### src/rtl/dma_priority_arbiter_if.sv
// dma_priority_arbiter_if: request qualification inputs and grant outputs between DMA pins, command register and timing control
interface dma_priority_arbiter_if #(parameter int NCH = 4);
  logic [NCH-1:0] DREQ;
  logic [NCH-1:0] maskReg;
  logic [NCH-1:0] requestReg;
  logic ctrlDisable;
  logic rotatePri;
  logic dreqSenseLow;
  logic dackSenseHigh;
  logic HLDA;
  logic cycleDone;
  logic [NCH-1:0] VALID_DREQ;
  logic [NCH-1:0] DACK;
  logic [1:0] grantId;
  logic busy;
  logic [NCH-1:0] pendingReq;
  modport slave (
    input DREQ, maskReg, requestReg, ctrlDisable, rotatePri, dreqSenseLow, dackSenseHigh, HLDA, cycleDone,
    output VALID_DREQ, DACK, grantId, busy, pendingReq
  );
  modport master (
    output DREQ, maskReg, requestReg, ctrlDisable, rotatePri, dreqSenseLow, dackSenseHigh, HLDA, cycleDone,
    input VALID_DREQ, DACK, grantId, busy, pendingReq
  );
endinterface

### src/rtl/dma_priority_arbiter.sv
// dma_priority_arbiter: qualifies DREQs, picks one channel by fixed/rotating priority and holds the grant until service ends
module dma_priority_arbiter (
  input logic CLK,
  input logic RESET,
  dma_priority_arbiter_if.slave bus
);
  typedef enum logic [1:0] {IDLE, GRANT, SERVICE, RELEASE} state_t;
  state_t state;
  logic [3:0] hw_req, req_eff, rot, valid, dack_active;
  logic [1:0] top_pri, pri, off, win_id, grant_id;
  assign hw_req = bus.DREQ ^ {4{bus.dreqSenseLow}};
  assign req_eff = (hw_req & ~bus.maskReg) | bus.requestReg;
  // rotate requests so the top-priority channel sits at bit 0, then take the first set bit
  always_comb begin
    pri = bus.rotatePri ? top_pri : 2'd0;
    rot = 4'({req_eff, req_eff} >> pri);
    off = rot[0] ? 2'd0 : rot[1] ? 2'd1 : rot[2] ? 2'd2 : 2'd3;
    win_id = pri + off;
  end
  // grant FSM: latch winner, hold through service, rotate priority only on completed service
  always_ff @(posedge CLK) begin
    if (RESET) begin
      state <= IDLE;
      valid <= '0;
      dack_active <= '0;
      grant_id <= '0;
      top_pri <= '0;
    end else begin
      if (!bus.rotatePri) top_pri <= '0;
      case (state)
        IDLE: if (!bus.ctrlDisable && |req_eff) begin
          state <= GRANT;
          valid <= 4'b0001 << win_id;
          grant_id <= win_id;
        end
        GRANT: if (bus.HLDA) begin
          state <= SERVICE;
          dack_active <= valid;
        end else if (!req_eff[grant_id]) begin
          state <= IDLE;
          valid <= '0;
        end
        SERVICE: if (bus.cycleDone) begin
          state <= RELEASE;
          valid <= '0;
          dack_active <= '0;
          if (bus.rotatePri) top_pri <= grant_id + 2'd1;
        end else if (!bus.HLDA) begin
          state <= IDLE;
          valid <= '0;
          dack_active <= '0;
        end
        RELEASE: state <= IDLE;
      endcase
    end
  end
  // status view of raw requests, mask ignored
  always_ff @(posedge CLK) begin
    if (RESET) bus.pendingReq <= '0;
    else bus.pendingReq <= hw_req | bus.requestReg;
  end
  assign bus.VALID_DREQ = valid;
  assign bus.grantId = grant_id;
  assign bus.busy = state != IDLE;
  assign bus.DACK = dack_active ^ {4{~bus.dackSenseHigh}};
endmodule

### src/flat_wrapper.sv
// flat-port wrapper written by rule: the top's interface ports become plain ports
module dma_priority_arbiter_flat 
  (CLK, RESET, bus_DREQ, bus_maskReg, bus_requestReg, bus_ctrlDisable, bus_rotatePri, bus_dreqSenseLow, bus_dackSenseHigh, bus_HLDA, bus_cycleDone, bus_VALID_DREQ, bus_DACK, bus_grantId, bus_busy, bus_pendingReq);
  dma_priority_arbiter_if bus_i ();
  input logic CLK;
  input logic RESET;
  input wire logic [$bits(bus_i.DREQ)-1:0] bus_DREQ;
  input wire logic [$bits(bus_i.maskReg)-1:0] bus_maskReg;
  input wire logic [$bits(bus_i.requestReg)-1:0] bus_requestReg;
  input wire logic [$bits(bus_i.ctrlDisable)-1:0] bus_ctrlDisable;
  input wire logic [$bits(bus_i.rotatePri)-1:0] bus_rotatePri;
  input wire logic [$bits(bus_i.dreqSenseLow)-1:0] bus_dreqSenseLow;
  input wire logic [$bits(bus_i.dackSenseHigh)-1:0] bus_dackSenseHigh;
  input wire logic [$bits(bus_i.HLDA)-1:0] bus_HLDA;
  input wire logic [$bits(bus_i.cycleDone)-1:0] bus_cycleDone;
  output wire logic [$bits(bus_i.VALID_DREQ)-1:0] bus_VALID_DREQ;
  output wire logic [$bits(bus_i.DACK)-1:0] bus_DACK;
  output wire logic [$bits(bus_i.grantId)-1:0] bus_grantId;
  output wire logic [$bits(bus_i.busy)-1:0] bus_busy;
  output wire logic [$bits(bus_i.pendingReq)-1:0] bus_pendingReq;
  assign bus_i.DREQ = bus_DREQ;
  assign bus_i.maskReg = bus_maskReg;
  assign bus_i.requestReg = bus_requestReg;
  assign bus_i.ctrlDisable = bus_ctrlDisable;
  assign bus_i.rotatePri = bus_rotatePri;
  assign bus_i.dreqSenseLow = bus_dreqSenseLow;
  assign bus_i.dackSenseHigh = bus_dackSenseHigh;
  assign bus_i.HLDA = bus_HLDA;
  assign bus_i.cycleDone = bus_cycleDone;
  assign bus_VALID_DREQ = bus_i.VALID_DREQ;
  assign bus_DACK = bus_i.DACK;
  assign bus_grantId = bus_i.grantId;
  assign bus_busy = bus_i.busy;
  assign bus_pendingReq = bus_i.pendingReq;
  dma_priority_arbiter u_core (.CLK(CLK), .RESET(RESET), .bus(bus_i));
endmodule
### config.mk
export PLATFORM = sky130hd
export DESIGN_NAME = dma_priority_arbiter_flat
export DESIGN_NICKNAME = d
export VERILOG_FILES = /design/src/rtl/dma_priority_arbiter_if.sv /design/src/rtl/dma_priority_arbiter.sv /design/src/flat_wrapper.sv
export SDC_FILE = /design/constraint.sdc
export NUM_CORES = 1
export LEC_CHECK = 0
export BUFFER_PORTS_ARGS = -buffer_cell sky130_fd_sc_hd__buf_2
export CAP_MARGIN = 20
export CORE_UTILIZATION = 33
export DETAILED_ROUTE_END_ITERATION = 8
export GPL_ROUTABILITY_DRIVEN = 0
export PLACE_DENSITY = 0.6
export SKIP_CTS_REPAIR_TIMING = 1
export SYNTH_ARGS = -nofsm -noshare
export SYNTH_HDL_FRONTEND = slang
export SYNTH_SLANG_ARGS = --single-unit
### constraint.sdc
create_clock -name CLK -period 2.6 [get_ports CLK]
set_input_delay 0.13 -clock CLK [delete_from_list [all_inputs] [get_ports CLK]]
set_output_delay 0.13 -clock CLK [all_outputs]
set_load 0.02 [all_outputs]
==> flow_summary.json, run 1 <==
{
  "status": "completed",
  "reg2reg_to": "u_core.bus.VALID_DREQ[0]$_SDFFE_PP0P_",
  "cpPeakStageDelay_ps": 570,
  "antenna_cells": 0,
  "grt_max_degree": 21,
  "grt-ovfl-total": 0,
  "ir_drop_mv": 0.199,
  "synth_cell_type_count": 38,
  "synth.top_cell.area_share_pct": 32.3,
  "rr_startpoint": "u_core.state[1]$_SDFFE_PP0P_",
  "cp.required_ps": 2810,
  "slew_headroom_pct": 61.3,
  "critPathMaxFanout": 6,
  "grt_pass1_wl_mm": 4.11,
  "crit_start": "u_core.state[1]$_SDFFE_PP0P_",
  "die_w_um": 60.1,
  "drv_slew": 0,
  "multi_input_area_um2": 679,
  "synth-seq-cells": 18,
  "synth_top_flop_cell": "dfxtp_1",
  "final_nets": 202,
  "clock_skew_ps": 0.507,
  "hold_path.class": "in -> reg",
  "drive_gt1_share_pct": 22.7,
  "die_h_um": 60.1,
  "endpoint_kind": "flip-flop",
  "clk_pin_slew_ps": 100,
  "p_leak_nw": 0.578,
  "viasPerCell": 5.09,
  "syn_area_per_cell_um2": 7.91,
  "setup_viol": 0,
  "drv_cap": 0,
  "ioPinCount": 35,
  "syn_to_final_growth_pct": 22.4,
  "clkSinkCount": 18,
  "core.rowCount": 20,
  "synth.largest_area_cell": "dfxtp_1",
  "fin_crit_sh_pct": 80.4,
  "fillers": 326,
  "drcViolationCount": 0,
  "drtAntennaViolNets": 0,
  "syn_inst": 141,
  "avgRoutedWirePerCell_um": 12.2,
  "clk_latency_ps": 300,
  "antenna_found_initial": 0,
  "ff_latch_area_um2": 360,
  "port_buffers": 34,
  "grt_pass1_vias": 966,
  "period_minus_slack_ps": 2090,
  "via_count": 1120,
  "synth.cell_area_um2": 1110,
  "pwr_density_cell_nw_per_um2": 530,
  "wl_mm": 2.68,
  "rsz0062_at_grt": "no",
  "yosysWarnings": 0,
  "crit_path_end": "u_core.bus.VALID_DREQ[0]$_SDFFE_PP0P_",
  "tns_ps": 0,
  "die-area_um2": 3610,
  "path_cells": "inv_1 > ha_1 > nor2b_1 > a22oi_1 > or4_4 > o2111a_2 > o32ai_1",
  "htreeDepth": 1,
  "synth-edff-count": 0,
  "first_iter_violations": 31,
  "drt-pass1-iter-count": 4,
  "coreArea_um2": 3130,
  "start_util_pct": 35.6,
  "synth_area_leaders": "dfxtp_1, inv_1, ha_1",
  "cts_max_path_buffers": 2,
  "cts_tree": "done",
  "worstMarginPinSlew_ps": 578,
  "dp_worst_setup_slack_ps": 436,
  "timing.final.ws_setup_ps": 511,
  "rrSetupSlack_ps": 510,
  "cts_made_buffers": 3,
  "cp-start-kind": "flip-flop",
  "dpl_cell_area_um2": 1330,
  "seq_area_frac_synth_pct": 32.3,
  "cts-root-buf": "clkbuf_4",
  "final_hold_viol_count": 0,
  "syn_nets": 166,
  "track_usage_pct": 15.2,
  "reg2regPathDepth": 7,
  "final_area_um2": 1370,
  "fmax_mhz": 479,
  "cp_slowest_cell": "or4_4",
  "path_class": "reg -> reg",
  "critPathArrivalTime_ps": 2300,
  "dp_hpwl_mm": 2.15,
  "ys_async_sr_fraction_pct": 0
}
where the power goes:
part | leakage, nW | internal, W | switching (W)
Combinational | 0.410 | 0.0000925 | 0.000143
Clock | 0.0210 | 0.0000855 | 0.0000907
Sequential | 0.147 | 0.000296 | 0.0000162
Total | 0.578 | 0.000474 | 0.000250
layout make-up:
type,count,area share [%]
Multi-Input combinational cell,103,49.8
Sequential cell,18,26.4
Timing Repair Buffer,34,12.5
Inverter,17,4.67
Tap cell,44,4.03
Clock buffer,4,2.66
metal layers:
layer | up-vias | global-route usage [%] | share of wire (%)
li1 | 573 | - | -
met1 | 507 | 19.2 | 47
met2 | 32 | 25.7 | 47
met3 | 8 | 4.55 | 4.6
met4 | 0 | 1.99 | 0.93
met5 | - | 0 | 0
metrics by stage:
step | hold slack [ps] | total power (W) | utilization, % | cells
6_report | 67.7 | 0.000723 | 43.6 | 220
3_3_place_gp | 369 | 0.000550 | 42.5 | 216
4_1_cts | 69.3 | 0.000732 | 43.6 | 220
2_1_floorplan | 251 | 0.000478 | - | 141
3_5_place_dp | 387 | 0.000553 | 42.5 | 216
5_1_grt | 78.5 | 0.000771 | 43.6 | 220
kinds of logic (layout without fill, tap and decap cells):
logic type | after synthesis | after routing | synth area share [%]
compound gates | 37 | 37 | 23.9
xor+xnor | 11 | 11 | 8.64
fa+ha+maj | 5 | 5 | 5.61
buf+inv | 20 | 55 | 6.73
flops | 18 | 18 | 32.3
mux | 2 | 2 | 1.80
simple gates | 48 | 48 | 21.0
critical path: cells and delay by family, from the launching register on:
kind,cells,cell delay [ps]
flops,1,340
simple gates,2,740
fa+ha+maj,1,290
compound gates,3,530
buf+inv,1,100
cell usage in the layout (no fill, tap or decap), types with 2 or more instances in the layout:
cell,Yosys,layout
o21ai_0,3,3
a2111oi_1,2,2
nand2_1,12,12
nor3_1,2,2
o211ai_1,2,2
a211oi_1,2,2
o32ai_1,4,4
a21oi_1,10,10
mux2i_1,2,2
inv_1,17,17
nor2b_1,2,2
a22oi_1,2,2
dfxtp_1,18,18
buf_2,0,34
xor2_1,5,5
ha_1,5,5
xnor2_1,6,6
nor2_1,16,16
nor3b_1,3,3
clkbuf_4,0,3
or3_1,4,4
nand3b_1,2,2
nand3_1,4,4
state kept, by name (all words and copies together) (netlist names):
signal and cells:
u_core.bus.pendingReq 4, u_core.bus.VALID_DREQ 4, u_core.state 2, u_core.bus.grantId 2
u_core.top_pri 2, u_core.dack_active 4
cells in the mapped netlist (all sizes together) (2+ instances only):
library cell	number
xnor2	6
o21ai	4
clkbuf	2
nand3b	2
nand3	4
o32ai	4
nand2	12
a22oi	2
nor2	16
o211ai	2
xor2	5
nor2b	2
or3	4
ha	5
inv	17
nor3b	3
nor3	2
mux2i	2
a21oi	10
dfxtp	18
a2111oi	3
a211oi	2
worst min-delay path by stage:
stage,start,slack (ps),cells after the start,to
final,bus_requestReg[1],70,3,u_core.bus.pendingReq[1]$_SDFF_PP0_
after global routing,bus_requestReg[1],80,3,u_core.bus.pendingReq[1]$_SDFF_PP0_
after global placement,bus_requestReg[1],370,3,u_core.bus.pendingReq[1]$_SDFF_PP0_
after detailed placement,bus_requestReg[1],390,3,u_core.bus.pendingReq[1]$_SDFF_PP0_
after CTS,bus_requestReg[1],70,3,u_core.bus.pendingReq[1]$_SDFF_PP0_
after floorplan,bus_requestReg[0],250,2,u_core.bus.pendingReq[0]$_SDFF_PP0_
(Power assumes the default switching activity.)
==> inputs of run 2 (changes only) <==
--- a/config.mk
+++ b/config.mk
@@ -5,12 +5,13 @@
 export SDC_FILE = /design/constraint.sdc
 export NUM_CORES = 1
 export LEC_CHECK = 0
+export ABC_AREA = 1
 export BUFFER_PORTS_ARGS = -buffer_cell sky130_fd_sc_hd__buf_2
 export CAP_MARGIN = 20
 export CORE_UTILIZATION = 33
 export DETAILED_ROUTE_END_ITERATION = 8
 export GPL_ROUTABILITY_DRIVEN = 0
-export PLACE_DENSITY = 0.6
+export PLACE_DENSITY = 0.61
 export SKIP_CTS_REPAIR_TIMING = 1
 export SYNTH_ARGS = -nofsm -noshare
 export SYNTH_HDL_FRONTEND = slang
==> constraint.sdc (replaced) <==
create_clock -name CLK -period 1.8 [get_ports CLK]
set_input_delay 0.09 -clock CLK [delete_from_list [all_inputs] [get_ports CLK]]
set_output_delay 0.09 -clock CLK [all_outputs]
set_load 0.02 [all_outputs]
==> flow_summary.json, run 2 <==
{
  "cts_max_path_buffers": 2,
  "cts-root-buf": "clkbuf_4",
  "grt_pass1_wl_mm": 4.33,
  "drive_gt1_share_pct": 21.7,
  "crit_path_end": "u_core.bus.grantId[1]$_SDFFE_PP0P_",
  "synth-compound-area-share_pct": 11.5,
  "critPathBufInv": 4,
  "cp-start-kind": "flip-flop",
  "final_cell_mix": "nand2_1, buf_2, inv_1, nand3_1, dfxtp_1",
  "syn_inst": 194,
  "clock_skew_ps": 3.34,
  "yosysMostFrequentCell": "nand2_1",
  "die-area_um2": 3830,
  "start_util_pct": 34.9,
  "synthXorXnorAreaFrac_pct": 2.96,
  "die_w_um": 61.9,
  "setup_viol": 0,
  "htreeDepth": 1,
  "cts_tree": "done",
  "critPathArrivalTime_ps": 1840,
  "synthAdderAreaFrac_pct": 5.29,
  "worst_path_most_repeated_cell": "inv_1",
  "die_h_um": 61.9,
  "clk_pin_slew_ps": 120,
  "endpoint_kind": "flip-flop",
  "tns_ps": 0,
  "synthMuxAreaShare_pct": 0,
  "antenna_found_initial": 0,
  "clk_latency_ps": 310,
  "power_w": 0.00147,
  "ys_async_sr_fraction_pct": 0,
  "reg2reg_to": "u_core.bus.grantId[1]$_SDFFE_PP0P_",
  "fmax_mhz": 616,
  "reg2regPathDepth": 13,
  "syn_nets": 219,
  "via_count": 1262,
  "final_nets": 256,
  "synth_top_flop_cell": "dfxtp_1",
  "cp_top_family": "simple AND/OR/NAND/NOR gates",
  "final_area_um2": 1460,
  "synth-simple-area-share_pct": 38.3,
  "ir_drop_mv": 0.615,
  "wl_mm": 2.75,
  "cts_made_buffers": 3,
  "crit_start": "u_core.top_pri[0]$_SDFF_PP0_",
  "drt-pass1-iter-count": 4,
  "dpl_cell_area_um2": 1400,
  "top_layer_used": "met4",
  "drv_slew": 0,
  "hold_path.class": "in -> reg",
  "grt_pass1_vias": 1037,
  "syn_to_final_growth_pct": 23.1,
  "status": "completed",
  "synth-seq-cells": 18,
  "fin_crit_sh_pct": 90.2,
  "clkSinkCount": 18,
  "drt-met1-wl_mm": 1.48,
  "drv_cap": 0,
  "ioPinCount": 35,
  "coreArea_um2": 3390,
  "cp.required_ps": 2010,
  "drcViolationCount": 0,
  "synth-edff-count": 0,
  "dp_hpwl_mm": 2.14,
  "critPathMaxFanout": 6,
  "track_usage_pct": 15.5,
  "viasPerCell": 4.57,
  "synth.largest_area_cell": "dfxtp_1",
  "port_buffers": 34,
  "pwr_density_cell_nw_per_um2": 1010,
  "stdcell_count": 276,
  "core.rowCount": 21,
  "cp.depth": 13,
  "slew_headroom_pct": 79.3,
  "first_iter_violations": 44,
  "grt-ovfl-total": 0,
  "path_class": "reg -> reg",
  "rr_startpoint": "u_core.top_pri[0]$_SDFF_PP0_",
  "syn_area_per_cell_um2": 6.09,
  "seq_area_frac_synth_pct": 30.5,
  "synth_cell_type_count": 19,
  "cp_slowest_cell": "dfxtp_2",
  "p_leak_nw": 0.798,
  "worstMarginPinSlew_ps": 310,
  "place_inst": 272,
  "avgRoutedWirePerCell_um": 9.95,
  "met3_length_um": 55,
  "layout_commonest_cell": "nand2_1",
  "yosysWarnings": 0,
  "grt_max_degree": 14,
  "synth_area_leaders": "dfxtp_1, nand2_1, inv_1",
  "final_hold_viol_count": 0,
  "fillers": 389,
  "cpPeakStageDelay_ps": 360,
  "wl_met2_mm": 1.17,
  "synth_top_family_by_area": "simple AND/OR/NAND/NOR gates",
  "antenna_cells": 0,
  "synth.top_cell.area_share_pct": 30.5,
  "drtAntennaViolNets": 0,
  "synth.cell_area_um2": 1180,
  "period_minus_slack_ps": 1620,
  "rrSetupSlack_ps": 180,
  "synth_commonest_cells": "nand2_1, inv_1, nand3_1",
  "path_cells": "nand2_4 > inv_4 > nand3_1 > inv_1 > nor3_1 > a21oi_1 > o21ai_1 > ha_2 > inv_1 > nand2_1 > nand2_2 > o21ai_1 > inv_1"
}
[run 2: cell types whose count changed after synthesis, sizes merged, moves of 5 or more]
| cell | delta |
|---|---|
| a21oi | +5 |
| inv | +17 |
| nand2 | +54 |
| nand3 | +20 |
| o21ai | +6 |
| xor2 | -5 |
[run 2: layout make-up]
class | instances | area (um^2) | share of cell area (%)
Multi-Input combinational cell | 140 | 699 | 48.1
Inverter | 34 | 130 | 8.94
Clock buffer | 4 | 36.3 | 2.49
Sequential cell | 18 | 362 | 24.8
Timing Repair Buffer | 34 | 170 | 11.7
Tap cell | 46 | 57.6 | 3.96
[run 2: metal layers]
| layer | vias up | global-route usage, % |
|---|---|---|
| li1 | 684 | - |
| met1 | 553 | 21.8 |
| met2 | 20 | 23.3 |
| met3 | 5 | 2.48 |
| met4 | 0 | 6.67 |
| met5 | - | 0 |
[run 2: tightest hold or removal path, stage by stage]
cell and delay, ps:
buf_2 70, inv_1 50, nand2_1 60, nand2_1 40, inv_1 40
[run 2: cell families (layout without fill, tap and decap cells)]
group | Yosys count | count (layout)
XOR/XNOR | 4 | 4
AO/OA/AOI/OAI | 26 | 26
buffers and inverters | 36 | 72
adder cells (fa/ha/maj) | 5 | 5
AND/OR/NAND/NOR | 105 | 105
flip-flops | 18 | 18
[run 2: how the worst min path moves through the flow]
stage,start,cells after the start,to,slack (ps)
floorplan,RESET,1,u_core.top_pri[1]$_SDFF_PP0_,160
global placement,bus_requestReg[1],5,u_core.bus.pendingReq[1]$_SDFF_PP0_,390
detailed placement,bus_requestReg[1],5,u_core.bus.pendingReq[1]$_SDFF_PP0_,390
CTS,bus_requestReg[1],5,u_core.bus.pendingReq[1]$_SDFF_PP0_,60
global route,bus_requestReg[1],5,u_core.bus.pendingReq[1]$_SDFF_PP0_,90
finish,bus_requestReg[1],5,u_core.bus.pendingReq[1]$_SDFF_PP0_,70
[run 2: through the flow]
stage	util (%)	worst slack [ps]	hold WS [ps]
global placement	41.4	25.6	393
global route	42.9	-16.5	94.7
CTS	42.5	-1.20	64.8
floorplan	-	214	159
finish	42.9	177	65.5
detailed placement	41.4	17.5	388
[run 2: where the power goes]
part	leakage, nW	internal [W]	total [W]	switching, W
Clock	0.0210	0.000123	0.000271	0.000148
Combinational	0.629	0.000239	0.000691	0.000452
Sequential	0.148	0.000459	0.000504	0.0000444
Total	0.798	0.000822	0.00147	0.000644
